### src/rtl/fs_accel_pkg.sv
// Shared constants and types for the feature-map window generator.
package fs_accel_pkg;

  localparam int unsigned DATA_W   = 8;
  localparam int unsigned NUM_TAPS = 9;
  localparam int unsigned MIN_DIM  = 3;

  typedef enum logic [1:0] {
    IDLE = 2'd0,
    RUN  = 2'd1,
    DONE = 2'd2
  } state_t;

endpackage

### src/rtl/fs_accel_line_buf.sv
// One row of pixel storage: combinational read, synchronous write, addressed by column.
module fs_accel_line_buf #(
  parameter int unsigned DEPTH  = 32,
  parameter int unsigned DATA_W = 8,
  localparam int unsigned AW    = $clog2(DEPTH)
) (
  input  logic              clk,
  input  logic              we,
  input  logic [AW-1:0]     addr,
  input  logic [DATA_W-1:0] wdata,
  output logic [DATA_W-1:0] rdata
);

  logic [DATA_W-1:0] mem [DEPTH];

  always_ff @(posedge clk) begin
    if (we) mem[addr] <= wdata;
  end

  assign rdata = mem[addr];

endmodule

### src/rtl/fs_accel_win_gen.sv
// 3x3 sliding-window generator over a raster pixel stream, two rows held in line buffers.
// Optional stride-2 mode is compiled in with FS_ACCEL_WIN_STRIDE2_EN.
module fs_accel_win_gen #(
  parameter int unsigned MAX_WIDTH = 32,
  parameter int unsigned DATA_W    = fs_accel_pkg::DATA_W,
  parameter int unsigned HW        = 16,
  localparam int unsigned CW       = $clog2(MAX_WIDTH + 1),
  localparam int unsigned AW       = $clog2(MAX_WIDTH)
) (
  input  logic                     clk,
  input  logic                     resetn,
  input  logic                     start,
  input  logic [CW-1:0]            cfg_width,
  input  logic [HW-1:0]            cfg_height,
`ifdef FS_ACCEL_WIN_STRIDE2_EN
  input  logic                     cfg_stride2,
`endif
  input  logic signed [DATA_W-1:0] in_pixel,
  input  logic                     in_valid,
  output logic                     in_ready,
  output logic signed [DATA_W-1:0] win_0,
  output logic signed [DATA_W-1:0] win_1,
  output logic signed [DATA_W-1:0] win_2,
  output logic signed [DATA_W-1:0] win_3,
  output logic signed [DATA_W-1:0] win_4,
  output logic signed [DATA_W-1:0] win_5,
  output logic signed [DATA_W-1:0] win_6,
  output logic signed [DATA_W-1:0] win_7,
  output logic signed [DATA_W-1:0] win_8,
  output logic                     out_valid,
  input  logic                     out_ready,
  output logic                     busy,
  output logic                     done,
  output logic                     cfg_err
);
  import fs_accel_pkg::*;

  state_t state_q, state_d;

  logic [CW-1:0]            width_q;
  logic [HW-1:0]            height_q;
  logic [AW-1:0]            col_q;
  logic [HW-1:0]            row_q;
  logic                     last_q;
  logic                     out_valid_q;
  logic                     cfg_err_q;
  logic signed [DATA_W-1:0] win_q [NUM_TAPS];
  logic [DATA_W-1:0]        lb0_rd, lb1_rd;
  logic                     accept, cfg_ok, start_ok, col_last, row_last, emit;

  assign cfg_ok   = (cfg_width >= CW'(MIN_DIM)) && (cfg_width <= CW'(MAX_WIDTH)) &&
                    (cfg_height >= HW'(MIN_DIM));
  assign start_ok = (state_q == IDLE) && start && cfg_ok;
  assign accept   = in_valid && in_ready;
  assign col_last = (CW'(col_q) == width_q - CW'(1));
  assign row_last = (row_q == height_q - HW'(1));

`ifdef FS_ACCEL_WIN_STRIDE2_EN
  logic stride2_q;

  always_ff @(posedge clk) begin
    if (!resetn)       stride2_q <= 1'b0;
    else if (start_ok) stride2_q <= cfg_stride2;
  end

  // (r-2) and (c-2) even is the same as r and c even
  assign emit = (row_q >= HW'(2)) && (col_q >= AW'(2)) &&
                (!stride2_q || (!row_q[0] && !col_q[0]));
`else
  assign emit = (row_q >= HW'(2)) && (col_q >= AW'(2));
`endif

  fs_accel_line_buf #(
    .DEPTH  (MAX_WIDTH),
    .DATA_W (DATA_W)
  ) u_lb0 (
    .clk   (clk),
    .we    (accept),
    .addr  (col_q),
    .wdata (lb1_rd),
    .rdata (lb0_rd)
  );

  fs_accel_line_buf #(
    .DEPTH  (MAX_WIDTH),
    .DATA_W (DATA_W)
  ) u_lb1 (
    .clk   (clk),
    .we    (accept),
    .addr  (col_q),
    .wdata (in_pixel),
    .rdata (lb1_rd)
  );

  always_ff @(posedge clk) begin
    if (!resetn) state_q <= IDLE;
    else         state_q <= state_d;
  end

  always_comb begin
    state_d = state_q;
    unique case (state_q)
      IDLE:    if (start_ok) state_d = RUN;
      // Finish once the last pixel is in and no window is left waiting
      RUN:     if (last_q && (!out_valid_q || out_ready)) state_d = DONE;
      DONE:    state_d = IDLE;
      default: state_d = IDLE;
    endcase
  end

  always_comb begin
    in_ready = (state_q == RUN) && (!out_valid_q || out_ready) && !last_q;
    busy     = (state_q != IDLE);
    done     = (state_q == DONE);
  end

  always_ff @(posedge clk) begin
    if (!resetn) begin
      width_q     <= '0;
      height_q    <= '0;
      col_q       <= '0;
      row_q       <= '0;
      last_q      <= 1'b0;
      out_valid_q <= 1'b0;
      cfg_err_q   <= 1'b0;
      for (int i = 0; i < NUM_TAPS; i++) win_q[i] <= '0;
    end else begin
      cfg_err_q <= (state_q == IDLE) && start && !cfg_ok;
      if (start_ok) begin
        width_q  <= cfg_width;
        height_q <= cfg_height;
        col_q    <= '0;
        row_q    <= '0;
        last_q   <= 1'b0;
      end
      if (accept) begin
        for (int i = 0; i < 3; i++) begin
          win_q[3*i]   <= win_q[3*i+1];
          win_q[3*i+1] <= win_q[3*i+2];
        end
        win_q[2] <= lb0_rd;
        win_q[5] <= lb1_rd;
        win_q[8] <= in_pixel;
        if (col_last) begin
          col_q <= '0;
          if (row_last) begin
            row_q  <= '0;
            last_q <= 1'b1;
          end else begin
            row_q <= row_q + HW'(1);
          end
        end else begin
          col_q <= col_q + AW'(1);
        end
      end
      if (accept && emit) out_valid_q <= 1'b1;
      else if (out_ready) out_valid_q <= 1'b0;
    end
  end

  assign out_valid = out_valid_q;
  assign cfg_err   = cfg_err_q;
  assign win_0 = win_q[0];
  assign win_1 = win_q[1];
  assign win_2 = win_q[2];
  assign win_3 = win_q[3];
  assign win_4 = win_q[4];
  assign win_5 = win_q[5];
  assign win_6 = win_q[6];
  assign win_7 = win_q[7];
  assign win_8 = win_q[8];

endmodule

### config.mk
export PLATFORM = sky130hd
export DESIGN_NAME = fs_accel_win_gen
export DESIGN_NICKNAME = d
export VERILOG_FILES = /design/src/rtl/fs_accel_pkg.sv /design/src/rtl/fs_accel_line_buf.sv /design/src/rtl/fs_accel_win_gen.sv
export SDC_FILE = /design/constraint.sdc
export NUM_CORES = 1
export LEC_CHECK = 0
export CAP_MARGIN = 20
export CORE_MARGIN = 5
export CORE_UTILIZATION = 45
export CTS_BUF_LIST = sky130_fd_sc_hd__clkbuf_16
export CTS_CLUSTER_SIZE = 20
export DETAILED_ROUTE_END_ITERATION = 8
export GPL_TIMING_DRIVEN = 0
export HOLD_SLACK_MARGIN = 0.05
export PLACE_DENSITY = 0.59
export SKIP_LAST_GASP = 1
export SLEW_MARGIN = 20
export SYNTH_ARGS = -nofsm -noshare
export SYNTH_HDL_FRONTEND = slang
export SYNTH_SLANG_ARGS = --single-unit
### constraint.sdc
create_clock -name clk -period 7.65 [get_ports clk]
set_input_delay 1.1475 -clock clk [delete_from_list [all_inputs] [get_ports clk]]
set_output_delay 1.1475 -clock clk [all_outputs]
set_load 0.01 [all_outputs]
# == Word level (Yosys, flattened, before mapping) ==
# Memory sizes are Yosys's and may differ from the RTL's. A register that Yosys moved wholly into a read port is not among the register bits.
# Index checks and enable logic that the tools add are counted.
# word_totals
ram_bits,584
out_inout_bits,77
ff_bits,48
wordCells,89
mem_count,3
in_bits,35
# classes
n_reduce_logical,20
muxes,34
n_eq_ne,6
n_lt_le_gt_ge,5
addsub,4
bitwise,9
# mem_list
memory,words,width,read_ports,rd_clocked_by_memory_dff,wr,line,source
u_lb0.mem,32,8,1,1,1,fs_accel_line_buf.sv:14,logic [DATA_W-1:0] mem [DEPTH];
u_lb1.mem,32,8,1,1,1,fs_accel_line_buf.sv:14,
win_q,9,8,9,0,9,fs_accel_win_gen.sv:47,logic signed [DATA_W-1:0] win_q [NUM_TAPS];
# op_table
operator,n
two-way mux 8 bit,9
two-way mux 16 bit,4
two-way mux 5 bit,7
>= comparator 16 x 2 -> 1 bit (second input constant),2
adder 16 x 1 -> 16 bit (second input constant),1
== test 16 bit,1
subtractor 16 x 1 -> 16 bit (second input constant),1
logical AND 1 bit,11
two-way mux 1 bit,11
bitwise OR 1 bit,9
== test 5 x 6 -> 1 bit,1
>= comparator 6 x 2 -> 1 bit (second input constant),1
less-or-equal comparator 6 bit (second input constant),1
nonzero test 2 bit,3
subtractor 6 x 1 -> 6 bit (second input constant),1
adder 5 x 1 -> 5 bit (second input constant),1
>= comparator 5 x 2 -> 1 bit (second input constant),1
two-way mux 2 bit,2
inequality test 2 bit (second input constant),2
one-hot mux 2 bit (2 select lines),1
logical NOT 1 bit,3
== test 2 x 1 -> 1 bit (second input constant),1
== test 2 bit (second input constant),1
logical NOT 2 bit,1
2 further kinds,2

# == Longest topological paths before layout ==
# logic_depth
word_depth,9
ltp_mapped,11
ltp_nobuf,9

# == By module ==
# From an unflattened synthesis, not the netlist that was laid out.
# hier_totals
hier_cells,1639
area_unflattened_um2,25787.2
# by_module_without_submodules
mod,n_inst,cells_per_inst,seq_area_each_um2,area_each_um2
fs_accel_line_buf,2,568,7687.4,10045.9
fs_accel_win_gen,1,503,3123.0,5695.5

# == Worst setup path after synthesis ==
# Ideal clock, no wire load.
# synth_timing
path_type,input port to flip-flop
from,input port out_ready
to,memory win_q[0][0] (enable)
path_buffers,0
t_required_ps,7218
arrival_ps,3281
setup_time_ps,432
cell_stages,4
setup_slack_ps,3937
cell_sequence,nor2b_1 > nor3_1 > nand2_1 > nand2_1
# synth_lines
element,line,source
start: declaration,fs_accel_win_gen.sv:31,"input logic out_ready,"
end: declaration,fs_accel_win_gen.sv:47,

# == Worst setup path in the final report ==
# layout_timing
from,input port out_ready
to,output port in_ready
# layout_between
elab_chain_len,3
# layout_lines
element,line,source
logical OR 1 bit,fs_accel_win_gen.sv:112,in_ready = (state_q == RUN) && (!out_valid_q || out_ready) && !last_q;
logical AND 1 bit (2 in a row),fs_accel_win_gen.sv:112,
end: declaration,fs_accel_win_gen.sv:20,"output logic in_ready,"
# No other way between the ends.

==> impl_metrics.py <==
metrics = {
    "cts": {
        "cts_sinks": 637,
        "htree_levels": 3,
        "clockBufferDepth": 3,
        "clk_pin_slew_ns": 0.06,
        "post_cts_resized": 0,
        "clock_latency_ns": 0.61,
        "cts_tree": "built",
        "cts_setup_buffers": 0,
        "cts-hold-fix-buffers": 0,
        "cts-root-buf": "clkbuf_16",
        "cts_buffers": 67,
    },
    "power": {
        "power_leakage_nw": 9.67,
        "switching_share_pct": 20.7,
        "ir_worst_vdd_mv": 0.168,
        "pwr-share-comb_pct": 4.4,
        "switchingPower_mw": 1.53,
        "power_report.internal_total_mw": 5.84,
        "p_total_mw": 7.37,
        "seqPwrFrac_pct": 52.3,
        "pwr-share-clk_pct": 43.3,
        "power.density_mw_per_mm2": 245,
    },
    "synthesis": {
        "synth_seq_cells": 637,
        "synth_compound_area_share_pct": 1.81,
        "synthArstFlopShare_pct": 0,
        "synth_edf_count": 584,
        "ys_warn_count": 0,
        "muxShareOfSynthArea_pct": 15.9,
        "syn-num-nets": 1353,
        "avgSynthCellArea_um2": 19.3,
        "netlist_area_mm2": 0.0253,
        "synth_top_family_by_area": "multiplexers",
        "synth_ff_type": "edfxtp_1",
        "ys_types": 60,
        "synth-seq-area-share_pct": 73.5,
        "synth-xor-area-share_pct": 0.830,
        "postSynthCellCount": 1310,
        "synthAdderAreaFrac_pct": 0.395,
        "synth_simple_gate_area_share_pct": 6.33,
    },
    "route": {
        "vias": 12700,
        "drt-total-wl_mm": 56.2,
        "dr_wl_met3_mm": 3.65,
        "first_iter_violations": 930,
        "drc": 0,
        "dr.pass1.iters": 5,
        "highest_layer": "met4",
        "antenna_left": 0,
        "vias_per_cell": 5.48,
        "met2_length_mm": 27.4,
        "wl_per_cell_um": 24.2,
        "wl_met1_mm": 24.0,
    },
    "global_routing": {
        "grt_pass1_vias": 13200,
        "grt.overflow.total": 0,
        "track_usage_pct": 18.6,
        "grt_max_degree": 59,
        "antenna_found_initial": 1,
        "grt_pass1_wl_mm": 84.3,
    },
    "layout": {
        "nFillCells": 4342,
        "layout-drive-gt1-share_pct": 23.3,
        "final_nets": 1562,
        "n_antenna_cell": 0,
        "syn2layout_area_growth_pct": 18.7,
    },
    "timing": {
        "slew_viol_final": 0,
        "rsz0062_at_grt": "false",
        "finalSetupTns_ns": 0,
        "fin_skew_ns": 0.0282,
        "fmaxAchievable_mhz": 254,
        "hold_viol_final": 0,
        "tightest_slew_ns": 0.989,
        "finalSetupViolCount": 0,
        "period_minus_slack_ns": 3.93,
        "fin_crit_sh_pct": 51.4,
        "max_slew_margin_pct": 34.0,
    },
    "setup_path": {
        "cp.required_ns": 6.50,
        "timing.rr.end": "win_q[0][23]",
        "worstSetupPathType": "in -> out",
        "crit_arrival_ns": 2.79,
        "cp-end-kind": "output port",
        "reg2reg_depth": 7,
        "critPathLaunchType": "input port",
        "cp_max_fo": 4,
        "reg2reg_setup_slack_ns": 3.90,
    },
    "floorplanning": {
        "rows": 87,
        "dieArea_mm2": 0.0611,
        "pin_count": 112,
        "die_h_um": 247,
        "core_area_mm2": 0.0561,
        "die_w_um": 247,
        "start_util_pct": 45.1,
    },
    "outcome": {
        "status": "finished clean",
    },
    "placed_design": {
        "place.gp.congestion": 0.778,
        "place_hpwl_mm": 38.0,
        "numPortBuffers": 110,
    },
    "hold_path": {
        "min_from": "last_q",
        "min_path_cells": 2,
        "hold_path_class": "reg -> reg",
        "whs_endpoint": "state_q[1]",
    },
    "run": {
        "cap_violations": 0,
    },
}
-- synthesized netlist by cell type (all sizes together), types with 4 or more instances --
library cell,n,area share [%]
nand4,6,0.17
nand2,57,0.85
edfxtp,584,69
o211ai,4,0.12
nor2,67,0.99
mux2,8,0.36
dfxtp,53,4.2
inv,12,0.18
clkbuf,46,0.68
ha,8,0.40
xnor2,11,0.38
o21a,4,0.12
mux2i,32,1.3
o221ai,13,0.45
xor2,13,0.45
nor4,12,0.36
mux4,160,14
nor3,11,0.22
nand3,13,0.26
and2,74,1.8
and3,4,0.099
buf,22,0.44
o21ai,10,0.21
nor2b,35,0.87
-- power groups by stage --
stage	combinational (mW)	clock (mW)	sequential, mW
after global placement	0.321	0	3.93
after global routing	0.352	3.42	3.85
after CTS	0.333	3.27	3.85
after floorplan	0.169	0	3.93
final	0.325	3.19	3.85
after detailed placement	0.333	0	3.93
-- state kept, by name (all words and copies together), names as in the netlist, named ones only --
signal	flops
u_lb0.mem	256
win_q	72
u_lb1.mem	256
out_valid	1
width_q	6
last_q	1
cfg_err	1
col_q	5
state_q	2
height_q	16
row_q	16
-- per-layer routing --
metal,up-vias,global-route usage (%)
met5,-,0
met4,0,5.15
met3,82,3.90
met2,394,30.8
met1,6576,25.4
li1,5685,-
-- per-stage QoR --
step	hold WS [ns]	setup slack, ns	cells	utilization (%)	instance area (um^2)
3_5_place_dp	0.466	3.31	2206	49.8	27900
5_1_grt	0.520	3.62	2325	53.6	30000
3_3_place_gp	0.466	2.51	2176	48.8	27400
2_1_floorplan	0.442	3.94	1310	-	25300
4_1_cts	0.476	3.71	2325	53.7	30100
6_report	0.476	3.72	2325	53.6	30000
-- critical path, stage by stage --
cell	delay, ns
clkdlybuf4s50_1	0.50
nor2b_1	0.07
nor3_1	0.43
clkdlybuf4s50_1	0.64
-- worst max-delay path by stage --
stage                     startpoint                to  slack [ns]
after global placement     out_ready      win_q[0][66]        2.51
after CTS                  out_ready          in_ready        3.71
after floorplan            out_ready       win_q[0][0]        3.94
final                      out_ready          in_ready        3.72
after global routing       out_ready          in_ready        3.62
after detailed placement   out_ready  u_lb0.mem[22][7]        3.31
-- kinds of logic after synthesis --
group / Yosys count
DFF: 637
and+or+nand+nor: 302
muxes: 200
buffers and inverters: 80
AOI/OAI and AO/OA: 59
xor gates and xnor gates: 24
adders and majority gates: 8
-- cell type report --
type                       count  area (um^2)  share of cell area, %
sequential                   637        18600                   61.9
multi-input combinational    593         6490                   21.6
tap                          756          946                   3.15
clock inverter                49          415                   1.38
clock buffer                  70         1750                   5.83
inverter                      12         45.0                  0.150
buffer                        68          284                  0.945
timing repair buffer         140         1520                   5.05
-- cells in the final DEF (no fill, tap or decap), types with 6 or more instances in the layout --
master,netlist,layout
edfxtp_1,584,584
mux4_2,160,160
clkdlybuf4s50_1,0,102
and2_1,74,74
clkbuf_16,0,70
nand2_1,57,56
dfxtp_1,53,53
clkbuf_1,46,45
nor2b_1,35,35
nor2_1,67,35
mux2i_1,32,32
inv_1,12,28
nor2_2,0,28
buf_8,0,27
buf_2,16,24
nand3_1,13,13
xor2_1,13,13
o221ai_1,13,13
nor3_1,11,11
nor4_1,11,11
xnor2_1,11,11
clkinv_1,0,10
mux2_2,8,8
o21ai_0,8,8
ha_1,8,8
bufinv_16,0,6
clkinv_2,0,6
(Power assumes the default switching activity.)
